<file path="config.mk">
export PLATFORM = sky130hd
export DESIGN_NAME = hazard_ctrl
export DESIGN_NICKNAME = d
export VERILOG_FILES = /design/src/rtl/hazard_ctrl.sv
export SDC_FILE = /design/constraint.sdc
export NUM_CORES = 1
export LEC_CHECK = 0
export CAP_MARGIN = 10
export CORE_MARGIN = 2
export CORE_UTILIZATION = 38
export DETAILED_ROUTE_END_ITERATION = 8
export GPL_ROUTABILITY_DRIVEN = 0
export PLACE_DENSITY = 0.7
export SYNTH_ARGS = -nofsm -noshare
export SYNTH_HDL_FRONTEND = slang
export SYNTH_SLANG_ARGS = --single-unit
</file>
<file path="constraint.sdc">
create_clock -name clk -period 2.3 [get_ports clk]
set_clock_uncertainty 0.15 [all_clocks]
set_input_delay 0.23 -clock clk [delete_from_list [all_inputs] [get_ports clk]]
set_output_delay 0.23 -clock clk [all_outputs]
set_load 0.005 [all_outputs]
</file>
<file path="src/rtl/hazard_ctrl.sv">
// Pipeline hazard responder: gates every pipeline register, issues bubbles on
// load-use stalls and redirects, and steps LM/SM through one transfer per cycle.
module hazard_ctrl (
    input  logic        clk,
    input  logic        rst,
    input  logic        isLW_dep,
    input  logic        redirect_ex,
    input  logic        redirect_id,
    input  logic        lmsm_start,
    input  logic [7:0]  lmsm_mask,
    output logic        pc_en,
    output logic        ifid_en,
    output logic        idrr_en,
    output logic        rrex_en,
    output logic        exmem_en,
    output logic        memwb_en,
    output logic        ifid_flush,
    output logic        idrr_flush,
    output logic        rrex_flush,
    output logic        exmem_flush,
    output logic        lmsm_valid,
    output logic [2:0]  lmsm_idx,
    output logic        lmsm_last,
    output logic [15:0] stall_cnt
);

    typedef enum logic [0:0] {StIdle, StSeq} state_e;

    state_e      state_q, state_d;
    logic [7:0]  rem_mask_q, rem_mask_d;
    logic [15:0] stall_cnt_q, stall_cnt_d;
    logic [2:0]  low_idx;
    logic        one_left;

    always_comb begin
        low_idx = 3'd0;
        for (int i = 7; i >= 0; i--) begin
            if (rem_mask_q[i]) low_idx = 3'(i);
        end
        one_left = (rem_mask_q & (rem_mask_q - 8'd1)) == 8'd0;
    end

    always_comb begin
        pc_en       = 1'b1;
        ifid_en     = 1'b1;
        idrr_en     = 1'b1;
        rrex_en     = 1'b1;
        exmem_en    = 1'b1;
        memwb_en    = 1'b1;
        ifid_flush  = 1'b0;
        idrr_flush  = 1'b0;
        rrex_flush  = 1'b0;
        exmem_flush = 1'b0;
        lmsm_valid  = 1'b0;
        lmsm_idx    = 3'd0;
        lmsm_last   = 1'b0;
        state_d     = state_q;
        rem_mask_d  = rem_mask_q;

        if (rst) begin
            ifid_flush  = 1'b1;
            idrr_flush  = 1'b1;
            rrex_flush  = 1'b1;
            exmem_flush = 1'b1;
            state_d     = StIdle;
            rem_mask_d  = 8'd0;
        end else if (redirect_ex) begin
            ifid_flush = 1'b1;
            idrr_flush = 1'b1;
            rrex_flush = 1'b1;
            state_d    = StIdle;
            rem_mask_d = 8'd0;
        end else if (isLW_dep) begin
            pc_en       = 1'b0;
            ifid_en     = 1'b0;
            idrr_en     = 1'b0;
            rrex_en     = 1'b0;
            exmem_flush = 1'b1;
        end else if (state_q == StIdle && lmsm_start && lmsm_mask != 8'd0) begin
            // RR holds the LM/SM while a bubble enters EX ahead of the transfers
            pc_en      = 1'b0;
            ifid_en    = 1'b0;
            idrr_en    = 1'b0;
            rrex_flush = 1'b1;
            rem_mask_d = lmsm_mask;
            state_d    = StSeq;
        end else if (state_q == StSeq) begin
            lmsm_valid = rem_mask_q != 8'd0;
            lmsm_idx   = low_idx;
            rem_mask_d = rem_mask_q & (rem_mask_q - 8'd1);
            if (one_left) begin
                lmsm_last = 1'b1;
                state_d   = StIdle;
            end else begin
                pc_en   = 1'b0;
                ifid_en = 1'b0;
                idrr_en = 1'b0;
            end
        end

        if (!rst && redirect_id && ifid_en) ifid_flush = 1'b1;
    end

    always_comb begin
        stall_cnt_d = stall_cnt_q;
        if (rst) begin
            stall_cnt_d = 16'd0;
        end else if (!pc_en && stall_cnt_q != 16'hFFFF) begin
            stall_cnt_d = stall_cnt_q + 16'd1;
        end
    end

    always_ff @(posedge clk) begin
        state_q     <= state_d;
        rem_mask_q  <= rem_mask_d;
        stall_cnt_q <= stall_cnt_d;
    end

    assign stall_cnt = stall_cnt_q;

endmodule

</file>
[Word level (Yosys, flattened, before mapping)]
Index checks and enable logic that the tools add are counted.
Storage, ports and cells
  bits in writable memories: 0
  memories: 0
  latch bits: 0
  flip-flop bits (word level): 25
  bits of input ports: 14
  ROM bits: 0
  output and inout bits: 31
Cells by class
  shifts and indexed selects: 0
  reduce and logical (&&, ||, !) cells: 13
  $lt $le $gt $ge: 0
  $add $sub $neg: 2
  equality and inequality tests: 1
  divide/modulo/power cells: 0
  multiplexer cells: 47
  bitwise operators: 3
  multiply operators: 0
Operators with widths (count)
  $mux W3: 13
  $mux W1: 32
  $add A16 B1 Y16 const B: 1
  $mux W8: 2
  $ne A16 B16 Y1 const B: 1
  $reduce_bool A8 Y1: 2
  $and A8 B8 Y8: 1
  $logic_not A8 Y1: 1
  $sub A8 B1 Y8 const B: 1
  $logic_and A1 B1 Y1: 5
  $logic_not A1 Y1: 2
  $not A1 Y1: 2
  $reduce_and A2 Y1: 1
  $reduce_bool A2 Y1: 1
  $reduce_or A2 Y1: 1

[Depth between registers and ports, before layout]
Gate-level depths: netlist of run 1.
  depth after elaboration: 13
  mapped depth: 9
  mapped depth without buffers: 7

[Least setup slack after synthesis of run 1]
OpenSTA, ideal clock, no wires.
  path type: reg-to-output
  start point: reg rem_mask_q[0]
  end point: out ifid_flush
  cell stages (with the launch flop): 8
  data required time: 1.920 ns
  arrival: 1.886 ns
  path slack: 0.034 ns
  cell sequence: dfxtp_1 -> or4_4 -> a211oi_2 -> nor3_2 -> o21ai_4 -> buf_6 -> buf_12 -> o21a_1
Between the ends
  cells in the longest elaborated chain, start to end: 11
RTL lines
  start, declared: line 30  | logic [7:0] rem_mask_q, rem_mask_d;
  start signal, assigned: line 115  | rem_mask_q <= rem_mask_d;
  $sub A8 B1 Y8: line 40  | one_left = (rem_mask_q & (rem_mask_q - 8'd1)) == 8'd0;
  $and A8 B8 Y8 (*): line 40
  $logic_not A8 Y1 (*): line 40
  $mux W1 (*) (6 in series)
  via idrr_en: line 13  | output logic idrr_en,
  $logic_and A1 B1 Y1 (*): line 101  | if (!rst && redirect_id && ifid_en) ifid_flush = 1'b1;
  $mux W1 (*): line 101
  end, declared: line 17  | output logic ifid_flush,
The timed path passes the listed nets; every way through them passes the cells marked *.

[Worst setup path after layout of run 1]
  start point: reg rem_mask_q[3]
  end point: out ifid_en
Between the ends
  cells in the longest elaborated chain, start to end: 9
RTL lines
  $sub A8 B1 Y8: line 40
  $and A8 B8 Y8 (*): line 40
  $logic_not A8 Y1 (*): line 40
  $mux W1 (*): line 91  | if (one_left) begin
  $mux W1 (*): line 87  | end else if (state_q == StSeq) begin
  $mux W1 (*): line 79  | end else if (state_q == StIdle && lmsm_start && lmsm_mask != 8'd0) begin
  $mux W1 (*): line 73  | end else if (isLW_dep) begin
  $mux W1 (*): line 67  | end else if (redirect_ex) begin
  $mux W1 (*): line 60  | if (rst) begin
  end, declared: line 12  | output logic ifid_en,
Mark *: on every way between the ends. The rest lies on a longest branch, timed or not.

==> results.cfg, run 1 <==
[setup_path]
crit_type = reg2out
start_kind = flip-flop
crit_start = rem_mask_q[3]
critPathBufInv = 2
path_delay_family = simple AND/OR/NAND/NOR gates
path_cells = or4_4 > a211oi_4 > nor3_4 > o21ai_4 > buf_4 > dlygate4sd2_1
crit_required_ps = 1920
max_stage_delay_ps = 560
crit_slowest_cell = or4_4
worstPathArrival_ps = 2050
worst_setup_path_end_kind = primary output
critPathMaxFanout = 3
rr_startpoint = rem_mask_q[3]

[floorplan]
start_util = 0.392
pin_count = 45
die_w_um = 68.0
num_rows = 23
die_h_um = 68.0
dieArea_um2 = 4620
core_um2 = 3970

[pwr]
p_per_area_nw_per_um2 = 375
p_leak_nw = 0.934
irDropWorstVdd_uv = 370

[timing]
rsz0062_at_grt = true
hold_violations = 0
fin_crit_sh = 1.06
setup_slack_ps = -134
drv_slew = 0
fin_crit_ps = 2430
setup_viol = 10
fmax_mhz = 411

[place]
dp_hpwl_um = 3210
dpl_cell_area_um2 = 2210
io_buffers = 42

[global_routing]
grt_antenna_before_repair = 0
gr-total-overflow = 0
grt_pass1_vias = 1586
grt_usage = 0.204
grt_pass1_wl_um = 7170
grt_max_degree = 20

[cells_and_area]
fin_util = 0.599
drive_above_1_share = 0.316
antenna_cells = 0
stdcell_area_um2 = 2380
syn2layout_area_growth_pct = 52.9
final_nets = 285

[min_path]
hp-start = rst
hold_path.class = in2reg

[synth]
synth.distinct_cells = 51
syn_area_per_cell_um2 = 8.06
yosysSeqAreaShare = 0.322
synthesis.area_um2 = 1560
synthTopCellsByArea = dfxtp_1 (32%), a21oi_1 (6.1%), a21oi_2 (4.5%)
syn_inst = 193
yosysTopAreaCell = dfxtp_1
ys_ff_latch = 25
synth_top_area_frac = 0.322
yosysWarningCount = 0

[route]
wirelength_um = 4580
num_vias = 1703
drtIter0Drc = 102
first_pass_iters = 4
drcViolationCount = 0
antenna_left = 0
via_per_inst = 5.34
wl_per_cell_um = 14.4

[clock_network]
cts-root-buf = clkbuf_8
cts_inserted_buffers = 3
htree_num_levels = 1
clk_latency_ps = 270
cts_sinks = 25
cts_tree = yes
clkTransAtPathRegs_ps = 90
clock_path_buffers = 2

[outcome]
violations = setup timing
status = finished, violations left

[job]
drv_cap = 0
==> area by class of cell <==
type | count | area (µm²)
fill | 363 | 1590
multi-input combinational | 148 | 990
timing repair buffer | 84 | 747
sequential | 25 | 504
tap | 50 | 62.6
clock buffer | 4 | 45.0
inverter | 8 | 30.0
==> cell families (layout without fill, tap and decap cells) <==
group | Yosys count | count (layout) | share of synthesized area
AOI/OAI and AO/OA | 60 | 60 | 0.271
muxes | 4 | 4 | 0.0282
adders and majority gates | 2 | 2 | 0.0145
other | 1 | 2 | 0.00241
buffers and inverters | 21 | 96 | 0.0772
DFF | 25 | 25 | 0.322
xor gates and xnor gates | 1 | 1 | 0.00563
and+or+nand+nor | 79 | 79 | 0.279
==> report_power, final <==
group	leakage, nW	switching [mW]	internal, mW
sequential	0.203	0.00459	0.438
clock	0.0228	0.143	0.124
combinational	0.707	0.0872	0.0938
total	0.934	0.235	0.656
==> layer usage <==
metal / part of all wire / up-vias / track usage
li1: - / 852 / -
met1: 0.42 / 795 / 0.236
met2: 0.52 / 54 / 0.381
met3: 0.057 / 2 / 0.0444
met4: 0.0044 / 0 / 0.0425
met5: 0 / - / 0
==> flip-flops by register name, summed over array words and instances, names as in the netlist <==
register,cells
rem_mask_q,8
stall_cnt,16
state_q,1
==> what timing repair did <==
action	in CTS	in global routing
endpoints found under the setup margin	17	24
hold endpoints to repair	0	0
hold buffers	0	0
setup buffers	8	0
pin swaps	8	1
gates resized for setup	30	10
==> path summary, 6_finish.rpt <==
path	end	slack, ps	cells past startpoint
setup / recovery	ifid_en	-130	6
hold / removal	stall_cnt[15]	330	3
setup reg to reg	stall_cnt[14]	-70	8
hold reg to reg	stall_cnt[11]	340	2
==> cell usage after synthesis, drive strengths merged <==
cell type	instances
nand4	2
clkbuf	5
a211o	1
nor3	7
and3	2
xnor2	1
o41ai	2
o311ai	2
nor2	18
nand2	16
nand2b	3
a22oi	2
a21oi	27
and2	1
dfxtp	25
mux2i	1
inv	8
nor2b	4
nor4	6
o21bai	3
o211a	1
buf	8
o21a	1
or3	9
mux2	3
a21o	1
a31oi	1
a211oi	2
or4	5
conb	1
nand3	3
o21ai	15
nor3b	2
ha	1
maj3	1
o31ai	2
and4	1
==> worst reg2reg max path, stage by stage, from the launching register on <==
cell and delay (ps):
dfxtp_2 330, or4_4 560, a211oi_4 290, nor3_4 90
o21ai_4 150, buf_6 140, buf_8 160, nor4_1 80
mux2_1 310
==> stage by stage <==
stage          cells  worst slack (ps)  hold WS (ps)  TNS (ps)  total power [mW]
2_1_floorplan    194              33.9           216         0             0.534
3_3_place_gp     307              -368           329     -4200             0.612
3_5_place_dp     307              -424           327     -5150             0.614
4_1_cts          319              -118           348      -555             0.896
5_1_grt          319              -205           352     -1660             0.933
6_report         319              -134           333      -714             0.891
==> layout by cell type, fill, tap and decap left out, drive strengths merged, types with 3 or more instances in the layout <==
cell           count
buf               45
dlygate4sd2        5
mux2               3
inv                8
dfxtp             25
o21ai             15
nor3               7
a21oi             27
dlymetal6s2s       3
nand3              3
clkdlybuf4s50     31
or4                5
clkbuf             4
or3                9
nor4               6
o21bai             3
nor2              18
nand2             16
nor2b              4
nand2b             3
Power figures use the tool's default switching activity.
==> run 2: changes to the inputs <==
Settings changed: CORE_MARGIN 2 to 5, MAX_ROUTING_LAYER set to met4.
==> run 2 against run 1 <==
The flow still finishes with violations (setup timing). Sequential cell count unchanged. Combinational power about the same. Hold slack improved by 8.8 ps. Critical path type unchanged.
==> results.cfg, run 2 (synthesis gave the netlist of run 1 again) <==
[place]
dp_hpwl_um = 3410
dp_slack_ps = -440
io_buffers = 42
dpl_cell_area_um2 = 2210

[setup_path]
path_cells = or4_4 > a211oi_4 > nor3_4 > o21ai_4 > buf_4 > buf_2
path_delay_family = simple AND/OR/NAND/NOR gates
crit_required_ps = 1920
worst_setup_path_end_kind = primary output
worstPathArrival_ps = 2010
crit_slowest_cell = or4_4
crit_type = reg2out
critPathMaxFanout = 4
max_stage_delay_ps = 570
critPathBufInv = 2
start_kind = flip-flop

[global_routing]
use_met2 = 0.300
gr-usage-met3 = 0.0351
grt_max_degree = 25
gr-total-overflow = 0
grt_pass1_vias = 1614
grt_antenna_before_repair = 0
grt_usage = 0.187
met1_usage = 0.236
grt_pass1_wl_um = 7780
globalRoute.busiestLayer = met2

[clock_network]
clk_latency_ps = 280
holdBufCountCts = 0
cts_inserted_buffers = 3
cts_sinks = 25
cts_tree = yes
htree_num_levels = 1
cts-root-buf = clkbuf_8
clock_path_buffers = 2
clkTransAtPathRegs_ps = 100

[route]
wirelength_um = 4850
antenna_left = 0
via_per_inst = 5.42
wl_per_cell_um = 15.3
num_vias = 1719
drcViolationCount = 0
first_pass_iters = 4
drtIter0Drc = 110

[floorplan]
dieArea_um2 = 5470
start_util = 0.392
num_rows = 23
pin_count = 45
core_um2 = 3970
die_h_um = 74.0
die_w_um = 74.0

[cells_and_area]
antenna_cells = 0
drive_above_1_share = 0.337
final_nets = 283
final_common_cell = buf_4
final_cell_mix = buf_4 (36), clkdlybuf4s50_1 (32), dfxtp_1 (22), a21oi_1 (18)
stdcell_area_um2 = 2400
syn2layout_area_growth_pct = 54.5
largest_reg_flops = 16

[outcome]
violations = setup timing
status = finished, violations left

[job]
drv_cap = 0

[timing]
fmax_mhz = 419
setup_slack_ps = -86.6
setup_viol = 7
maxSlewHeadroom = 0.641
drv_slew = 0
hold_violations = 0
fin_crit_sh = 1.04
tightest_slew_ps = 533
fin_crit_ps = 2390
rsz0062_at_grt = true
timing.hold.ws_ps = 342

[pwr]
p_per_area_nw_per_um2 = 375
p_leak_nw = 0.916
irDropWorstVdd_uv = 244

[min_path]
hold_path.class = reg2reg
## run 2: cell count changes in the layout (fill, tap and decap cells not counted), sizes merged
cell           delta
buf               -1
clkdlybuf4s50     +1
clkinv            +1
dlymetal6s2s      -3
## run 2: through the flow
step | utilization | std cells | TNS, ps | power, mW
floorplan | - | 194 | 0 | 0.534
detailed placement | 0.558 | 308 | -6020 | 0.614
global route | 0.605 | 317 | -1050 | 0.944
global placement | 0.558 | 308 | -4380 | 0.612
CTS | 0.581 | 313 | -316 | 0.890
finish | 0.605 | 317 | -467 | 0.902
## run 2: metal layers
layer	share of wire	routed length (µm)
met5	0	0
met2	0.47	2300
met3	0.062	302
met1	0.44	2160
met4	0.018	87
## run 2: worst paths after layout
check | start | endpoint | slack (ps) | cells after the start
max reg2reg | rem_mask_q[3] | stall_cnt[10] | -70 | 8
min | stall_cnt[4] | stall_cnt[4] | 340 | 1
min reg2reg | stall_cnt[4] | stall_cnt[4] | 340 | 1
max | rem_mask_q[3] | ifid_en | -90 | 6
## run 2: cell type report
type	count	area [µm²]
Clock buffer	3	41.3
Clock inverter	1	5.00
Fill cell	363	1570
Tap cell	50	62.6
Multi-Input combinational cell	148	1030
Timing Repair Buffer	82	733
Inverter	8	30.0
Sequential cell	25	504
## run 2: power breakdown
group          switching, mW  internal [mW]  leakage (nW)
combinational         0.0888         0.0936         0.687
sequential           0.00562          0.438         0.203
clock                  0.154          0.122        0.0255
## run 2: timing repair
action / 4_1_cts / 5_1_grt
cloned: 0 / 1
setup buffers: 2 / 3
gates resized for setup: 39 / 11
endpoints found under the setup margin: 23 / 14
pin swaps: 8 / 3
==> run 3: changes to the inputs <==
--- a/config.mk
+++ b/config.mk
@@ -7,3 +7,4 @@
 export LEC_CHECK = 0
-export CAP_MARGIN = 10
+export CAP_MARGIN = 20
+export CORE_ASPECT_RATIO = 0.7
 export CORE_MARGIN = 5
--- a/constraint.sdc
+++ b/constraint.sdc
@@ -4,2 +4,2 @@
 set_output_delay 0.23 -clock clk [all_outputs]
-set_load 0.005 [all_outputs]
+set_load 0.01 [all_outputs]
==> run 3 against run 2 <==
The flow still finishes with violations (setup timing). Design area rose by 7.2%. Highest routed layer unchanged. Clock power rose by 2%. First-iteration DRC count fell by 18%. Routed wire length rose by 7.1%. Global-route usage barely moved. Non-clock buffer count rose by 3. Register-to-register slack improved by 40 ps. Clock-buffer cell count did not move. Largest cell class unchanged.
==> results.cfg, run 3 (synthesis gave the netlist of run 1 again) <==
[floorplan]
die_w_um = 86.5
dieArea_um2 = 5490
pin_count = 45
num_rows = 19
core_um2 = 3950
die_h_um = 63.5
start_util = 0.394

[place]
dp_hpwl_um = 3430
dpl_cell_area_um2 = 2210
dp_slack_ps = -426
io_buffers = 42

[global_routing]
grt_antenna_before_repair = 0
grt_max_degree = 20
grt_usage = 0.187
grt_pass1_wl_um = 8170
grt_pass1_vias = 1645
gr-total-overflow = 0

[min_path]
hold_end = stall_cnt[11]
hp-start = stall_cnt[11]
holdPathStages = 2
hold_path.class = reg2reg

[timing]
drv_slew = 0
setup_viol = 8
fin_crit_ps = 2400
setup_tns_ps = -425
hold_violations = 0
setup_slack_ps = -105
fin_crit_sh = 1.05
fmax_mhz = 416
rsz0062_at_grt = true

[cells_and_area]
antenna_cells = 0
final_cell_mix = buf_4 (35), clkdlybuf4s50_1 (32), dfxtp_1 (20), a21oi_1 (17)
stdcell_area_um2 = 2580
syn2layout_area_growth_pct = 65.6
final_nets = 286
largest_reg_flops = 16
drive_above_1_share = 0.400
fin_util = 0.653
n_fill_cell = 327
final_common_cell = buf_4

[clock_network]
htree_num_levels = 1
cts_sinks = 25
clk_latency_ps = 280
clkTransAtPathRegs_ps = 100
cts-root-buf = clkbuf_8
cts_inserted_buffers = 3
cts_tree = yes
clock_path_buffers = 2

[setup_path]
crit_required_ps = 1920
worst_setup_path_end_kind = primary output
rr_startpoint = rem_mask_q[3]
start_kind = flip-flop
r2r_end = stall_cnt[14]
worstPathArrival_ps = 2020
crit_type = reg2out
r2r_setup_slack_ps = -30
critPathMaxFanout = 3
r2r_cells = 8

[route]
first_pass_iters = 4
num_vias = 1732
via_per_inst = 5.38
antenna_left = 0
drtIter0Drc = 90
drcViolationCount = 0
wirelength_um = 5190
wl_per_cell_um = 16.1

[job]
drv_cap = 0

[pwr]
fin_total_pwr_uw = 933
p_per_area_nw_per_um2 = 362
p_leak_nw = 1.01
irDropWorstVdd_uv = 238

[outcome]
violations = setup timing
status = finished, violations left
-- run 3: metal layers --
layer,up-vias,global-route usage,share of wire
li1,856,-,-
met5,-,-,0
met3,8,0.0313,0.080
met1,808,0.269,0.46
met4,0,0.0389,0.021
met2,60,0.272,0.44
-- run 3: power breakdown --
part | internal (mW) | leakage (nW) | switching [mW]
combinational | 0.108 | 0.780 | 0.101
clock | 0.123 | 0.0217 | 0.157
sequential | 0.438 | 0.204 | 0.00569
-- run 3: cell type report --
type                       instances  area (µm²)  share of cell area
multi-input combinational        148        1110               0.433
sequential                        25         507               0.197
timing repair buffer              85         811               0.315
tap                               52        65.1              0.0253
clock buffer                       3        41.3              0.0160
inverter                           8        30.0              0.0117
clock inverter                     1        7.51             0.00291
-- run 3: metrics by stage --
step                      instances  hold slack (ps)
after global routing            322              373
after detailed placement        309              328
after global placement          309              327
after CTS                       321              341
after floorplan                 194              216
final                           322              351
-- run 3: critical path, stage by stage (launching register included) --
cell and delay [ps]:
dfxtp_2 330, or4_4 560, a211oi_4 280, nor3_4 80
o21ai_4 200, buf_6 160, buf_4 130
-- run 3: repair_timing --
item / in CTS / in global routing
pin swaps: 6 / 8
buffers inserted: 7 / 2
gates resized for setup: 47 / 33
hold buffers: 0 / 0
setup endpoints to repair: 13 / 22
hold endpoints to repair: 0 / 0
cloned: 2 / 0
-- run 3: worst max path at each step --
| stage | startpoint | slack (ps) | to |
|---|---|---|---|
| finish | rem_mask_q[3] | -100 | pc_en |
| floorplan | rem_mask_q[0] | 30 | ifid_flush |
| global route | rem_mask_q[1] | -150 | ifid_flush |
| detailed placement | lmsm_mask[0] | -430 | ifid_flush |
| CTS | rem_mask_q[3] | -100 | pc_en |
| global placement | lmsm_mask[0] | -390 | ifid_flush |
